--- config.mk ---
export PLATFORM = sky130hd
export DESIGN_NAME = uart_prog_loader
export DESIGN_NICKNAME = d
export VERILOG_FILES = /design/src/rtl/uart_prog_loader_pkg.sv /design/src/rtl/uart_prog_loader_rx.sv /design/src/rtl/uart_prog_loader.sv
export SDC_FILE = /design/constraint.sdc
export NUM_CORES = 1
export LEC_CHECK = 0
export BUFFER_PORTS_ARGS = -buffer_cell sky130_fd_sc_hd__buf_2
export CORE_MARGIN = 2
export CORE_UTILIZATION = 55
export CTS_CLUSTER_SIZE = 24
export DETAILED_ROUTE_END_ITERATION = 7
export HOLD_SLACK_MARGIN = 0.03
export MAX_ROUTING_LAYER = met4
export PLACE_DENSITY = 0.74
export SYNTH_ARGS = -nofsm -noshare
export SYNTH_HDL_FRONTEND = slang
export SYNTH_SLANG_ARGS = --single-unit
--- constraint.sdc ---
create_clock -name clk -period 5.02 [get_ports clk]
set_input_delay 0.502 -clock clk [delete_from_list [all_inputs] [get_ports clk]]
set_output_delay 0.502 -clock clk [all_outputs]
set_load 0.01 [all_outputs]
--- src/rtl/uart_prog_loader_pkg.sv ---
// Shared encodings and framing constants for the UART program loader.
// Imported by the receiver and the loader top.
package uart_prog_loader_pkg;

    typedef enum logic [1:0] {
        LD_HDR,
        LD_IMEM,
        LD_DMEM,
        LD_FIN
    } ld_state_e;

    typedef enum logic [1:0] {
        RX_IDLE,
        RX_START,
        RX_DATA,
        RX_STOP
    } rx_state_e;

    localparam int HDR_BYTES  = 8;
    localparam int LINE_BYTES = 16;
    localparam int WORD_BYTES = 4;

endpackage

--- src/rtl/uart_prog_loader_rx.sv ---
// 8N1 UART receiver: 2-FF synchronizer, mid-bit sampling, one-cycle
// byte strobe on a good stop bit and a one-cycle error strobe on a bad one.
module uart_rx
    import uart_prog_loader_pkg::*;
#(
    parameter int CLKS_PER_BIT = 868
) (
    input  logic       clk,
    input  logic       reset_x,
    input  logic       rxd,
    output logic [7:0] rx_data,
    output logic       rx_valid,
    output logic       rx_ferr
);

    localparam int CW = $clog2(CLKS_PER_BIT);
    localparam logic [CW-1:0] HALF_M1 = CW'(CLKS_PER_BIT / 2 - 1);
    localparam logic [CW-1:0] FULL_M1 = CW'(CLKS_PER_BIT - 1);

    rx_state_e     state_q, state_d;
    logic [1:0]    sync_q, sync_d;
    logic [CW-1:0] cnt_q, cnt_d;
    logic [2:0]    bit_q, bit_d;
    logic [7:0]    shift_q, shift_d;
    logic [7:0]    data_q, data_d;
    logic          valid_q, valid_d;
    logic          ferr_q, ferr_d;
    logic          rxs;

    assign rxs = sync_q[1];

    always_comb begin
        state_d = state_q;
        sync_d  = {sync_q[0], rxd};
        cnt_d   = cnt_q;
        bit_d   = bit_q;
        shift_d = shift_q;
        data_d  = data_q;
        valid_d = 1'b0;
        ferr_d  = 1'b0;
        unique case (state_q)
            RX_IDLE: begin
                if (!rxs) begin
                    state_d = RX_START;
                    cnt_d   = '0;
                end
            end
            RX_START: begin
                // A start bit that is high again at mid-bit was a glitch.
                if (cnt_q == HALF_M1) begin
                    cnt_d   = '0;
                    bit_d   = '0;
                    state_d = rxs ? RX_IDLE : RX_DATA;
                end else begin
                    cnt_d = cnt_q + 1'b1;
                end
            end
            RX_DATA: begin
                if (cnt_q == FULL_M1) begin
                    cnt_d   = '0;
                    shift_d = {rxs, shift_q[7:1]};
                    bit_d   = bit_q + 3'd1;
                    if (bit_q == 3'd7) begin
                        state_d = RX_STOP;
                    end
                end else begin
                    cnt_d = cnt_q + 1'b1;
                end
            end
            RX_STOP: begin
                if (cnt_q == FULL_M1) begin
                    cnt_d   = '0;
                    state_d = RX_IDLE;
                    if (rxs) begin
                        valid_d = 1'b1;
                        data_d  = shift_q;
                    end else begin
                        ferr_d = 1'b1;
                    end
                end else begin
                    cnt_d = cnt_q + 1'b1;
                end
            end
            default: state_d = RX_IDLE;
        endcase
    end

    always_ff @(posedge clk or negedge reset_x) begin
        if (!reset_x) begin
            state_q <= RX_IDLE;
            sync_q  <= 2'b11;
            cnt_q   <= '0;
            bit_q   <= '0;
            shift_q <= '0;
            data_q  <= '0;
            valid_q <= 1'b0;
            ferr_q  <= 1'b0;
        end else begin
            state_q <= state_d;
            sync_q  <= sync_d;
            cnt_q   <= cnt_d;
            bit_q   <= bit_d;
            shift_q <= shift_d;
            data_q  <= data_d;
            valid_q <= valid_d;
            ferr_q  <= ferr_d;
        end
    end

    assign rx_data  = data_q;
    assign rx_valid = valid_q;
    assign rx_ferr  = ferr_q;

endmodule

--- src/rtl/uart_prog_loader.sv ---
// Program loader: parses header, packs imem lines and dmem words from
// the UART byte stream and strobes them onto the core load port.
module uart_prog_loader
    import uart_prog_loader_pkg::*;
#(
    parameter int CLKS_PER_BIT = 868,
    parameter int ADDR_LEN     = 32
) (
    input  logic                clk,
    input  logic                reset_x,
    input  logic                rxd,
    output logic [ADDR_LEN-1:0] addr,
    output logic [127:0]        data,
    output logic                we_128,
    output logic                we_32,
    output logic                done,
    output logic                err
);

    logic [7:0] rx_data;
    logic       rx_valid;
    logic       rx_ferr;

    uart_rx #(
        .CLKS_PER_BIT(CLKS_PER_BIT)
    ) u_rx (
        .clk     (clk),
        .reset_x (reset_x),
        .rxd     (rxd),
        .rx_data (rx_data),
        .rx_valid(rx_valid),
        .rx_ferr (rx_ferr)
    );

    ld_state_e           state_q, state_d;
    logic [2:0]          hcnt_q, hcnt_d;
    logic [31:0]         icount_q, icount_d;
    logic [31:0]         dcount_q, dcount_d;
    logic [31:0]         bcnt_q, bcnt_d;
    logic [127:0]        buf_q, buf_d;
    logic [ADDR_LEN-1:0] addr_q, addr_d;
    logic [127:0]        data_q, data_d;
    logic                we128_q, we128_d;
    logic                we32_q, we32_d;
    logic                done_q, done_d;
    logic                err_q, err_d;

    logic [3:0]   bidx;
    logic [6:0]   bpos;
    logic [127:0] buf_ins;
    logic [31:0]  cur_count;
    logic         last;

    // Byte b of a line lands in word b/4 (word 0 at the top), little-endian
    // inside the word; dmem uses the same placement with only word 0.
    always_comb begin
        bidx = (state_q == LD_IMEM) ? bcnt_q[3:0]
                                    : {2'b00, bcnt_q[1:0]};
        bpos = 7'd96 - {bidx[3:2], 5'b0} + {2'b00, bidx[1:0], 3'b0};
        buf_ins = buf_q;
        buf_ins[bpos +: 8] = rx_data;
        cur_count = (state_q == LD_IMEM) ? icount_q : dcount_q;
        last = (bcnt_q + 32'd1 == cur_count);
    end

    always_comb begin
        state_d  = state_q;
        hcnt_d   = hcnt_q;
        icount_d = icount_q;
        dcount_d = dcount_q;
        bcnt_d   = bcnt_q;
        buf_d    = buf_q;
        data_d   = data_q;
        we128_d  = 1'b0;
        we32_d   = 1'b0;
        done_d   = done_q | (state_q == LD_FIN);
        err_d    = err_q | rx_ferr;

        addr_d = addr_q;
        if (we128_q) begin
            addr_d = (state_q == LD_IMEM) ? addr_q + ADDR_LEN'(LINE_BYTES)
                                          : '0;
        end else if (we32_q) begin
            addr_d = addr_q + ADDR_LEN'(WORD_BYTES);
        end

        unique case (state_q)
            LD_HDR: begin
                if (rx_valid) begin
                    if (hcnt_q[2]) begin
                        dcount_d[{hcnt_q[1:0], 3'b0} +: 8] = rx_data;
                    end else begin
                        icount_d[{hcnt_q[1:0], 3'b0} +: 8] = rx_data;
                    end
                    hcnt_d = hcnt_q + 3'd1;
                    bcnt_d = '0;
                    buf_d  = '0;
                    if (hcnt_q == 3'(HDR_BYTES - 1)) begin
                        if (icount_d != 32'd0) begin
                            state_d = LD_IMEM;
                        end else if (dcount_d != 32'd0) begin
                            state_d = LD_DMEM;
                        end else begin
                            state_d = LD_FIN;
                        end
                    end
                end
            end
            LD_IMEM: begin
                if (rx_valid) begin
                    bcnt_d = bcnt_q + 32'd1;
                    buf_d  = buf_ins;
                    if (bidx == 4'd15 || last) begin
                        we128_d = 1'b1;
                        data_d  = buf_ins;
                        buf_d   = '0;
                    end
                    if (last) begin
                        bcnt_d  = '0;
                        state_d = (dcount_q != 32'd0) ? LD_DMEM : LD_FIN;
                    end
                end
            end
            LD_DMEM: begin
                if (rx_valid) begin
                    bcnt_d = bcnt_q + 32'd1;
                    buf_d  = buf_ins;
                    if (bidx[1:0] == 2'd3 || last) begin
                        we32_d = 1'b1;
                        data_d = {buf_ins[127:96], 96'b0};
                        buf_d  = '0;
                    end
                    if (last) begin
                        state_d = LD_FIN;
                    end
                end
            end
            LD_FIN: begin
                done_d = 1'b1;
            end
            default: state_d = LD_HDR;
        endcase
    end

    always_ff @(posedge clk or negedge reset_x) begin
        if (!reset_x) begin
            state_q  <= LD_HDR;
            hcnt_q   <= '0;
            icount_q <= '0;
            dcount_q <= '0;
            bcnt_q   <= '0;
            buf_q    <= '0;
            addr_q   <= '0;
            data_q   <= '0;
            we128_q  <= 1'b0;
            we32_q   <= 1'b0;
            done_q   <= 1'b0;
            err_q    <= 1'b0;
        end else begin
            state_q  <= state_d;
            hcnt_q   <= hcnt_d;
            icount_q <= icount_d;
            dcount_q <= dcount_d;
            bcnt_q   <= bcnt_d;
            buf_q    <= buf_d;
            addr_q   <= addr_d;
            data_q   <= data_d;
            we128_q  <= we128_d;
            we32_q   <= we32_d;
            done_q   <= done_d;
            err_q    <= err_d;
        end
    end

    assign addr   = addr_q;
    assign data   = data_q;
    assign we_128 = we128_q;
    assign we_32  = we32_q;
    assign done   = done_q;
    assign err    = err_q;

endmodule

==> results.ini <==
[outcome]
status = finished, final reports clean

[routing]
vias_per_cell = 6.155
drt-initial-drc-count = 1614
drc_errors = 0
met3WireLength_mm = 3.968
firstDrtPassIters = 7
wl_mm = 56.85
num_vias = 17860
highest_layer = met4
dr_wl_met2_mm = 25.98
antenna_left = 0
wl_per_cell_um = 19.59
met1_length_mm = 25.50

[cts]
cts_sinks = 426
cts_buffers = 45
cts_tree = yes
clockBufferDepth = 3
postCtsSetupRepairBufs = 0
insertion_delay_ps = 580
cts.clk_slew.worst_paths_ps = 60
h-tree-depth = 2
clock-root-buffer = clkbuf_16

[timing]
finalMaxSlewViolations = 0
skew_ps = 22.54
fin_crit_sh = 0.9310
min_period_ps = 4673
rsz0062_at_grt = false
clock.fmax_mhz = 214.0
worst_pin_slew_ps = 1161
hold_ws_ps = 356.5
worst_slack_ps = 346.5
slew_headroom = 0.2260
finalSetupViolations = 0
hold_viol_final = 0
tns_ps = 0

[grt]
grt_pass1_vias = 17270
grt_start_max_net_pins = 130
grtUsageTotal = 0.2851
grt_pass1_wl_mm = 92.60
grt_antenna_before_repair = 0
grt_overflow_total = 0

[setup_path]
worstSetupPathType = flop to flop
critPathMaxFanout = 31
critPathMaxStageDelay_ps = 530
critPathBufInv = 1
critical_path.top_delay_family = simple AND/OR/NAND/NOR gates
reg2reg_depth = 11
arrival_ps = 5130
crit_required_ps = 5470
worst_setup_path_end_kind = flop
reg2reg_from = bcnt_q[1]$_DFFE_PN0P_
crit_path_start_kind = flop
regToRegSetupSlack_ps = 350
cp_cell_sequence = ha_1 -> nand3_1 -> or3_1 -> nor3_2 -> xnor2_1 -> a2111oi_0 -> nand4b_1 -> nor4_4 -> o221a_4 -> buf_12 -> mux2_1
worst_r2r_endpoint = data[100]$_DFFE_PN0P_
crit_path_top_delay_cell = or3_1

[yosys]
ys_seq_elements = 426
yosysWarningCount = 0
synth_enable_flop_cells = 0
ys_async_sr_fraction = 1.000
ys.flop_type = dfrtp_1
syn-cell-area_um2 = 21680
synth_cell_types = 77
syn_inst = 2251
ys_seq_area_frac = 0.4917
avgSynthCellArea_um2 = 9.633

[die]
fp.dieW_um = 202.6
row_count = 72
coreArea_um2 = 38830
num_io_pins = 167
initial_utilization = 0.5585
die_area_um2 = 41030
die_h_um = 202.6

[hold_path]
hold_path_class = flop to flop
hold_path_startpoint = u_rx.sync_q[0]$_DFF_PN1_
min_to = u_rx.sync_q[1]$_DFF_PN1_
min_path_cells = 0

[final_layout]
utilization = 0.6293
layout_commonest_cell = nand2_1
fin_nets = 2377
drive_gt1_frac = 0.1363
area_growth_pct = 12.68
final_area_um2 = 24430
n_antenna_cell = 0
final_cell_mix = nand2_1, dfrtp_1, buf_2, o21ai_0, a21oi_1

[pwr]
p_leak_nw = 11.47
power_density_nw_per_um2 = 289.9
irDropWorstVdd_mv = 0.2579

[place]
placed_area_um2 = 22830
place.gp.congestion = 0.9435
dp_hpwl_mm = 38.78
numPortBuffers = 164
place_ws_ps = 359.1

[run]
drv_cap = 0

==> through the flow <==
stage                     cells  power [mW]
after floorplan            2252       3.501
after global placement     2816       3.574
after detailed placement   2816       3.576
after CTS                  2902       7.130
after global routing       2902       7.268
final                      2902       7.083
==> synth_stat cells (25+ instances only) <==
library cell  count  share of area
a21oi_1         122          0.028
a22o_1          107          0.043
a32o_1           32          0.015
and2_1           38          0.011
clkbuf_1        114          0.020
dfrtp_1         424           0.49
ha_1             27          0.016
mux2_1          120          0.062
mux2i_1          31          0.014
nand2_1         491          0.085
nand3_1          51          0.012
nand4_1          25         0.0072
nor2_1           86          0.015
nor3_1           59          0.014
o21ai_0         153          0.035
xnor2_1          40          0.016
==> how the worst max path moves through the flow <==
stage,cells past startpoint,end,from,slack (ps)
final,11,data[100]$_DFFE_PN0P_,bcnt_q[1]$_DFFE_PN0P_,350
after global routing,11,data[98]$_DFFE_PN0P_,bcnt_q[1]$_DFFE_PN0P_,60
after CTS,11,data[88]$_DFFE_PN0P_,bcnt_q[1]$_DFFE_PN0P_,350
after detailed placement,11,data[100]$_DFFE_PN0P_,bcnt_q[1]$_DFFE_PN0P_,360
after global placement,11,data[3]$_DFFE_PN0P_,bcnt_q[1]$_DFFE_PN0P_,560
after floorplan,14,data[100]$_DFFE_PN0P_,bcnt_q[1]$_DFFE_PN0P_,1190
==> area by class of cell <==
type                       count  area, um2
multi-input combinational   1644      10200
inverter                      24      90.09
sequential                   426      10660
clock inverter                19      292.8
fill                        3160      14390
timing repair buffer         206       1251
tap                          518      648.1
clock buffer                  65       1291
==> flip-flops by register name, indices dropped and copies added (netlist names), 3 cells and up <==
name	count
u_rx.bit_q	3
addr	30
dcount_q	32
bcnt_q	32
icount_q	32
data	128
u_rx.rx_data	8
u_rx.shift_q	8
hcnt_q	3
buf_q	128
u_rx.cnt_q	10
==> where the power goes <==
part	leakage, nW	switching, mW	internal [mW]	total, mW
registers	5.93	0.000858	3.44	3.44
logic	4.75	0.0666	0.00667	0.0733
clock network	0.785	1.42	2.16	3.57
==> what timing repair did <==
item,4_1_cts,5_1_grt
hold endpoints to repair,2,0
hold buffers,2,0
gates resized for setup,0,0
==> cell families (layout without fill, tap and decap cells) <==
group / Yosys count / after routing / synth area share
flip-flops: 426 / 426 / 0.4917
AO/OA/AOI/OAI: 527 / 527 / 0.1627
adder cells (fa/ha/maj): 28 / 28 / 0.01604
AND/OR/NAND/NOR: 860 / 860 / 0.1791
multiplexers: 173 / 173 / 0.08805
buffers and inverters: 182 / 314 / 0.04045
XOR/XNOR: 54 / 54 / 0.02181
other: 1 / 2 / 0.0001729
==> per-layer routing <==
metal | global-route usage | vias up
met3 | 0.03499 | 113
li1 | - | 8175
met1 | 0.4079 | 8876
met2 | 0.4315 | 697
met5 | - | -
met4 | 0.08029 | 0
(Power assumes the default switching activity.)
